--- src/rtl/usb_pkg.sv ---
// Shared USB line/packet definitions for the writer and reader.
// Holds line-state codes, the SYNC pattern, data_select encodings, PID
// class codes, packet lengths and the packet-acceptance helper.
package usb_pkg;

    localparam logic [1:0] LINE_J   = 2'b10;
    localparam logic [1:0] LINE_K   = 2'b01;
    localparam logic [1:0] LINE_SE0 = 2'b00;
    localparam logic [1:0] LINE_SE1 = 2'b11;

    // SYNC symbol i is K when bit i is set: K J K J K J K K
    localparam logic [7:0] SYNC_K_MASK = 8'b1101_0101;

    localparam logic [2:0] SEL_TOKEN     = 3'b000;
    localparam logic [2:0] SEL_DATA      = 3'b001;
    localparam logic [2:0] SEL_HANDSHAKE = 3'b010;
    localparam logic [2:0] SEL_SPECIAL   = 3'b011;

    localparam logic [1:0] PID_CLASS_SPECIAL   = 2'b00;
    localparam logic [1:0] PID_CLASS_TOKEN     = 2'b01;
    localparam logic [1:0] PID_CLASS_HANDSHAKE = 2'b10;
    localparam logic [1:0] PID_CLASS_DATA      = 2'b11;

    localparam logic [6:0] LEN_HANDSHAKE = 7'd8;
    localparam logic [6:0] LEN_TOKEN     = 7'd24;
    localparam logic [6:0] LEN_MAX       = 7'd88;

    typedef enum logic [1:0] {LC_J, LC_K, LC_SE0, LC_SE1} line_class_t;
    typedef enum logic [2:0] {ST_IDLE, ST_SYNC, ST_PAYLOAD, ST_EOP, ST_ERR} rx_state_t;

    typedef struct packed {
        logic       ok;
        logic [2:0] sel;
    } pkt_check_t;

    // PID upper nibble must be the complement of the lower nibble
    function automatic logic pid_ok(input logic [7:0] pid);
        return (pid[7:4] == ~pid[3:0]);
    endfunction

    // Length/PID acceptance of a received payload and its data_select code
    function automatic pkt_check_t check_packet(input logic [7:0] pid, input logic [6:0] count);
        pkt_check_t res;
        logic       len_ok;
        len_ok  = 1'b0;
        res.sel = SEL_SPECIAL;
        case (pid[1:0])
            PID_CLASS_TOKEN:     begin res.sel = SEL_TOKEN;     len_ok = (count == LEN_TOKEN); end
            PID_CLASS_DATA:      begin res.sel = SEL_DATA;
                                       len_ok = (count >= LEN_TOKEN) && (count <= LEN_MAX) && (count[2:0] == 3'b000); end
            PID_CLASS_HANDSHAKE: begin res.sel = SEL_HANDSHAKE; len_ok = (count == LEN_HANDSHAKE); end
            PID_CLASS_SPECIAL:   begin res.sel = SEL_SPECIAL;   len_ok = (count == LEN_TOKEN); end
            default:             begin res.sel = SEL_SPECIAL;   len_ok = 1'b0; end
        endcase
        res.ok = (count >= LEN_HANDSHAKE) && pid_ok(pid) && len_ok;
        return res;
    endfunction

endpackage

--- src/rtl/usb_nrzi_decoder.sv ---
// NRZI line decoder: classifies the current line sample and decodes it
// against the previous J/K level (same level = 1, change = 0).
// Ports: clk, n_rst; shift (sample strobe); data_in {D+,D-};
// load_k (preset previous level to K at end of SYNC); track (follow the
// line while receiving payload); bit_value / line_class for the sample.
module usb_nrzi_decoder
    import usb_pkg::*;
(
    input  logic        clk,
    input  logic        n_rst,
    input  logic        shift,
    input  logic [1:0]  data_in,
    input  logic        load_k,
    input  logic        track,
    output logic        bit_value,
    output line_class_t line_class
);

    logic [1:0] prev_line_r;

    // Map the raw line pair to a line class
    always_comb begin
        line_class = LC_SE1;
        case (data_in)
            LINE_J:   line_class = LC_J;
            LINE_K:   line_class = LC_K;
            LINE_SE0: line_class = LC_SE0;
            LINE_SE1: line_class = LC_SE1;
            default:  line_class = LC_SE1;
        endcase
    end

    assign bit_value = (data_in == prev_line_r);

    // Previous-level register, only J/K samples move it
    always_ff @(posedge clk or negedge n_rst) begin
        if (!n_rst) begin
            prev_line_r <= LINE_J;
        end else if (shift && load_k) begin
            prev_line_r <= LINE_K;
        end else if (shift && track && ((line_class == LC_J) || (line_class == LC_K))) begin
            prev_line_r <= data_in;
        end
    end

endmodule

--- src/rtl/usb_reader.sv ---
// USB receive path: SYNC detect, NRZI payload capture (LSB first), EOP
// detect, PID/length classification and a valid/read output handshake.
// Ports: clk, n_rst; data_in {D+,D-}; shift (bit strobe); read (consumer
// ack); data_out/bit_count/data_select (last good packet); packet_valid;
// overrun (unread packet replaced); rcv_error (1-cycle pulse); busy.
module usb_reader
    import usb_pkg::*;
#(
    parameter int MAX_BITS = 88,
    parameter int SYNC_LEN = 8
) (
    input  logic                clk,
    input  logic                n_rst,
    input  logic [1:0]          data_in,
    input  logic                shift,
    input  logic                read,
    output logic [MAX_BITS-1:0] data_out,
    output logic [2:0]          data_select,
    output logic [6:0]          bit_count,
    output logic                packet_valid,
    output logic                overrun,
    output logic                rcv_error,
    output logic                busy
);

    localparam int                IDX_W     = $clog2(SYNC_LEN);
    localparam logic [6:0]        MAX_COUNT = 7'(MAX_BITS);
    localparam logic [IDX_W-1:0]  SYNC_LAST = IDX_W'(SYNC_LEN - 1);

    rx_state_t           state_r;
    logic [IDX_W-1:0]    sync_idx_r;
    logic [1:0]          se0_run_r;
    logic [6:0]          count_r;
    logic [MAX_BITS-1:0] rx_buf_r;
    logic                rcv_error_r;
    logic                busy_r;
    logic [MAX_BITS-1:0] data_out_r;
    logic [2:0]          data_select_r;
    logic [6:0]          bit_count_r;
    logic                packet_valid_r;
    logic                overrun_r;

    logic                bit_s;
    line_class_t         line_class_s;
    line_class_t         sync_expect_s;
    logic                load_k_s;
    logic                track_s;
    logic                done_s;
    pkt_check_t          check_s;

    usb_nrzi_decoder u_nrzi (
        .clk        (clk),
        .n_rst      (n_rst),
        .shift      (shift),
        .data_in    (data_in),
        .load_k     (load_k_s),
        .track      (track_s),
        .bit_value  (bit_s),
        .line_class (line_class_s)
    );

    // Expected SYNC symbol and decoder control for the current state
    always_comb begin
        sync_expect_s = LC_J;
        load_k_s      = 1'b0;
        if (SYNC_K_MASK[sync_idx_r]) begin
            sync_expect_s = LC_K;
        end else begin
            sync_expect_s = LC_J;
        end
        if ((state_r == ST_SYNC) && (sync_idx_r == SYNC_LAST) && (line_class_s == sync_expect_s)) begin
            load_k_s = 1'b1;
        end else begin
            load_k_s = 1'b0;
        end
        track_s = (state_r == ST_PAYLOAD);
    end

    // Packet acceptance on the EOP-terminating J
    always_comb begin
        check_s = check_packet(rx_buf_r[7:0], count_r);
        if (shift && (state_r == ST_EOP) && (line_class_s == LC_J) && (se0_run_r >= 2'd2)) begin
            done_s = check_s.ok;
        end else begin
            done_s = 1'b0;
        end
    end

    // Receive FSM with capture buffer, error pulse and busy flag
    always_ff @(posedge clk or negedge n_rst) begin
        if (!n_rst) begin
            state_r     <= ST_IDLE;
            sync_idx_r  <= '0;
            se0_run_r   <= 2'd0;
            count_r     <= 7'd0;
            rx_buf_r    <= '0;
            rcv_error_r <= 1'b0;
            busy_r      <= 1'b0;
        end else begin
            rcv_error_r <= 1'b0;
            if (shift) begin
                case (state_r)
                    ST_IDLE: begin
                        if (line_class_s == LC_K) begin
                            state_r    <= ST_SYNC;
                            busy_r     <= 1'b1;
                            sync_idx_r <= IDX_W'(1);
                            count_r    <= 7'd0;
                            rx_buf_r   <= '0;
                        end else if (line_class_s == LC_SE1) begin
                            state_r <= ST_ERR; busy_r <= 1'b1; rcv_error_r <= 1'b1; se0_run_r <= 2'd0;
                        end
                    end
                    ST_SYNC: begin
                        if (line_class_s != sync_expect_s) begin
                            state_r <= ST_ERR; rcv_error_r <= 1'b1; se0_run_r <= 2'd0;
                        end else if (sync_idx_r == SYNC_LAST) begin
                            state_r <= ST_PAYLOAD;
                        end else begin
                            sync_idx_r <= sync_idx_r + IDX_W'(1);
                        end
                    end
                    ST_PAYLOAD: begin
                        case (line_class_s)
                            LC_J, LC_K: begin
                                if (count_r == MAX_COUNT) begin
                                    state_r <= ST_ERR; rcv_error_r <= 1'b1; se0_run_r <= 2'd0;
                                end else begin
                                    rx_buf_r[count_r] <= bit_s;
                                    count_r           <= count_r + 7'd1;
                                end
                            end
                            LC_SE0: begin
                                state_r   <= ST_EOP;
                                se0_run_r <= 2'd1;
                            end
                            default: begin
                                state_r <= ST_ERR; rcv_error_r <= 1'b1; se0_run_r <= 2'd0;
                            end
                        endcase
                    end
                    ST_EOP: begin
                        case (line_class_s)
                            LC_SE0: begin
                                if (se0_run_r != 2'd3) se0_run_r <= se0_run_r + 2'd1;
                            end
                            LC_J: begin
                                if (se0_run_r >= 2'd2) begin
                                    // a rejected packet still ends cleanly in IDLE
                                    state_r     <= ST_IDLE;
                                    busy_r      <= 1'b0;
                                    rcv_error_r <= ~check_s.ok;
                                end else begin
                                    state_r <= ST_ERR; rcv_error_r <= 1'b1; se0_run_r <= 2'd0;
                                end
                            end
                            default: begin
                                state_r <= ST_ERR; rcv_error_r <= 1'b1; se0_run_r <= 2'd0;
                            end
                        endcase
                    end
                    ST_ERR: begin
                        // se0_run_r doubles as the "SE0 seen" flag here
                        case (line_class_s)
                            LC_SE0: se0_run_r <= 2'd1;
                            LC_J: begin
                                if (se0_run_r != 2'd0) begin
                                    state_r <= ST_IDLE;
                                    busy_r  <= 1'b0;
                                end
                            end
                            default: ;
                        endcase
                    end
                    default: begin
                        state_r <= ST_IDLE;
                        busy_r  <= 1'b0;
                    end
                endcase
            end
        end
    end

    // Output register and valid/read/overrun handshake
    always_ff @(posedge clk or negedge n_rst) begin
        if (!n_rst) begin
            data_out_r     <= '0;
            data_select_r  <= 3'b000;
            bit_count_r    <= 7'd0;
            packet_valid_r <= 1'b0;
            overrun_r      <= 1'b0;
        end else if (done_s) begin
            data_out_r     <= rx_buf_r;
            data_select_r  <= check_s.sel;
            bit_count_r    <= count_r;
            packet_valid_r <= 1'b1;
            overrun_r      <= packet_valid_r && !read;
        end else if (read) begin
            packet_valid_r <= 1'b0;
            overrun_r      <= 1'b0;
        end
    end

    assign data_out     = data_out_r;
    assign data_select  = data_select_r;
    assign bit_count    = bit_count_r;
    assign packet_valid = packet_valid_r;
    assign overrun      = overrun_r;
    assign rcv_error    = rcv_error_r;
    assign busy         = busy_r;

endmodule

--- config.mk ---
export PLATFORM = sky130hd
export DESIGN_NAME = usb_reader
export DESIGN_NICKNAME = d
export VERILOG_FILES = /design/src/rtl/usb_pkg.sv /design/src/rtl/usb_nrzi_decoder.sv /design/src/rtl/usb_reader.sv
export SDC_FILE = /design/constraint.sdc
export NUM_CORES = 1
export LEC_CHECK = 0
export CAP_MARGIN = 20
export CORE_UTILIZATION = 45
export DETAILED_ROUTE_END_ITERATION = 12
export GPL_TIMING_DRIVEN = 0
export MAX_ROUTING_LAYER = met4
export PLACE_DENSITY = 0.63
export SYNTH_ARGS = -nofsm -noshare
export SYNTH_HDL_FRONTEND = slang
export SYNTH_HIERARCHICAL = 1
export SYNTH_SLANG_ARGS = --single-unit
export TNS_END_PERCENT = 100
--- constraint.sdc ---
create_clock -name clk -period 8.4 [get_ports clk]
set_input_delay 0.84 -clock clk [delete_from_list [all_inputs] [get_ports clk]]
set_output_delay 0.84 -clock clk [all_outputs]
set_load 0.03 [all_outputs]
==> results by group <==
Final layout
  • Final net count: 914
  • Layout cells sized above 1: 17.5%
  • Area Growth Syn to Fin: 23.8%
  • Layout Utilization: 56.8%
  • Final instance area: approximately 0.011 sq mm
  • ANT cells: 0
  • Number of fillers in the final layout: 1,719

STA
  • Final period util: 51.3%
  • Unrepaired setup endpoints after global routing: false
  • Relative slew slack: 37.6%
  • Slew of the pin with the lowest slew margin: 0.912 ns
  • Post-route setup slack: between 4 and 5 ns
  • Peak Freq: approximately 230 MHz
  • Max Slew Vio Count: 0
  • Fin crit period: roughly 4.3 ns
  • Hold Fails Final Rpt: 0
  • Max Clock Skew: approximately 0.015 ns
  • Setup TNS: 0 ns
  • Setup violators final: 0

Clock tree
  • PostCTS Resize Cnt: 0
  • H-tree depth: 1
  • Post-cts hold buffer count: 0
  • CTS clk-pin slew, worst paths: around 0.060 ns
  • Post-CTS Setup Inserts: 0
  • CTS Buf Count: 23
  • Clock Tree Root: clkbuf_16
  • Clk_lat worst skew: 0.50 ns
  • Clk buf depth: 3
  • TritonCTS clock tree: done
  • Clk sink count: 206

Critical path
  • Crit. End Element: flop
  • Critical path class: primary input to flop
  • R2R depth: 11
  • Critical Path AT: 4.64 ns
  • Worst-path fanout max: 10
  • FF-to-FF Start: count_r[1]
  • Critical R2R Capture: data_out[80]
  • Critical Path Source Type: primary input
  • Flop2flop setup slack: around 5.1 ns
  • Required time worst endpoint: 8.74 ns

Outcome
  • Outcome: finished, final reports clean

Synthesis
  • Syn Inst Count: 761
  • Ys flop type: dfrtp_1
  • Synth Cell Area: 0.00925 sq mm
  • FF+latch count, synth: between 200 and 250
  • Syn Nets: 782
  • Synthesized area per cell: 12.2 sq um
  • Number of synthesized flops with an enable pin: 0
  • Register area share after synthesis: a little under three fifths
  • Post-synth top cells: dfrtp_1, mux2_2, o211ai_1, o31ai_1, clkbuf_1
  • Synth cell types: 57
  • Synth top area share: 55.5%
  • Ys async rst share: 100%
  • Top cells by area, synth: dfrtp_1, mux2_2, o211ai_1, o31ai_1, clkbuf_1
  • Top cell type by total area after synthesis: dfrtp_1
  • Most frequent cell after synthesis: dfrtp_1
  • YS warnings: 6

Hold path
  • Hold Path Class: primary input to asynchronous set/reset pin

Routing
  • DR vias: 6,872
  • Post-Route WL: 23.7 mm
  • DRT Pass-1 Iters: 5
  • DRT iter0 DRCs: just under 500
  • Post-DRT Antenna Nets: 0
  • Routed wire per std cell: just over 20 um
  • Drt drc: 0
  • Vias per cell: 5.82

Power and ir drop
  • Leakage power: a little over 5 nW
  • Pwr per Cell Area: 217 mW/mm^2
  • Peak VDD IR: 132 uV
  • Gate power share: 16.0%
  • Seq pwr share: 42.7%
  • Total chip power: 2.48 mW
  • Switch share: 28.2%
  • Clock share of power: 41.3%
  • Net switching power: 700 uW
  • Internal: between 1.5 and 2 mW

Flow run
  • Maximum Capacitance Violations: 0

Global route
  • Total congestion overflow: 0
  • Initial antenna violation count: 0
  • Total Routing Usage GR: 23.7%
  • First-pass GRT wire length: 38.6 mm
  • Vias in the first global route: 6,906
  • Largest net degree at the start of global routing: 127

Placed design
  • Placed Area: 0.0107 sq mm
  • DP Wirelength: 16.4 mm
  • Buffers added on ports: around 110
  • GP Congestion: 0.838
  • Post-Place Setup Slack: 3.61 ns

Floorplanning
  • Starting Density: roughly 46%
  • IO Pins: about 110
  • Die extent in y: 145 um
  • Die area: 0.0211 sq mm
  • Num rows: 52
  • Core ar.: 0.0202 sq mm
  • Chip width: 145 um
[metrics by stage]
step                      instances  hold slack [ns]
after floorplan                 761            0.474
after global placement         1137            0.477
after detailed placement       1138            0.477
after CTS                      1180            0.332
after global routing           1180            0.369
final                          1180            0.314
[cell families after synthesis]
| kind of cell | count (synthesis) | synth area share, % |
|---|---|---|
| XOR/XNOR | 9 | 0.852 |
| adder cells (fa/ha/maj) | 15 | 2.03 |
| AO/OA/AOI/OAI | 226 | 17.9 |
| AND/OR/NAND/NOR | 109 | 6.40 |
| buffers and inverters | 92 | 4.19 |
| other | 1 | 0.0405 |
| multiplexers | 103 | 12.9 |
| flip-flops | 206 | 55.7 |
[sequential cells by signal (all words and copies together), names as in the netlist]
signal and count:
overrun 1, busy 1, data_out 88, bit_count 7, se0_run_r 2, packet_valid 1, count_r 7, rx_buf_r 88
data_select 2, sync_idx_r 3, u_nrzi/prev_line_r 2, rcv_error 1, state_r 3
[layer usage]
layer	vias to the layer above	share of wire (%)	GRT usage, %
met4	0	2.8	7.68
met3	54	5.5	3.48
met5	-	0	-
li1	3118	-	-
met1	3463	45	33.2
met2	237	46	35.7
[final cells by class]
| type | instances | area [sq um] | area share [%] |
|---|---|---|---|
| Sequential cell | 206 | 5160 | 45.0 |
| Buffer | 73 | 317 | 2.76 |
| Multi-Input combinational cell | 463 | 3710 | 32.4 |
| Clock inverter | 6 | 109 | 0.950 |
| Timing Repair Buffer | 107 | 1090 | 9.55 |
| Clock buffer | 36 | 664 | 5.80 |
| Tap cell | 270 | 338 | 2.95 |
| Inverter | 19 | 71.3 | 0.623 |
[worst max-delay path: stages]
cell and delay, ns:
clkdlybuf4s50_1 0.59, inv_1 0.08, ha_1 0.21, nor2_1 0.14
clkbuf_1 0.38, nor2b_1 0.30, and3b_1 0.20, clkbuf_1 0.23
buf_2 0.28, nand3_1 0.34, nand2_1 0.47, clkbuf_1 0.42
o31ai_1 0.15
[cell usage in the layout, fill, tap and decap left out, types with 20 or more instances in the layout]
cell type	count
o31ai_1	79
clkbuf_16	23
o211ai_1	81
nor2_1	20
nand2_1	24
o21ai_0	22
mux2_2	87
dfrtp_1	205
clkbuf_1	65
clkdlybuf4s50_1	105
[worst max-delay path by stage]
stage                from            end  depth (start not counted)
5_1_grt        data_in[0]   rx_buf_r[47]                         13
3_3_place_gp        n_rst  sync_idx_r[0]                          1
2_1_floorplan  data_in[0]   bit_count[6]                         10
6_report       data_in[0]   rx_buf_r[47]                         13
3_5_place_dp   data_in[0]   rx_buf_r[47]                         13
4_1_cts        data_in[0]   rx_buf_r[47]                         13
[power groups by stage]
stage	sequential, mW	combinational, mW	clock, mW
floorplan	1.07	0.269	0
global placement	1.08	0.373	0
detailed placement	1.08	0.390	0
CTS	1.06	0.393	1.04
global route	1.07	0.442	1.08
finish	1.06	0.398	1.03
No activity file was read; power rests on OpenSTA's default activity.
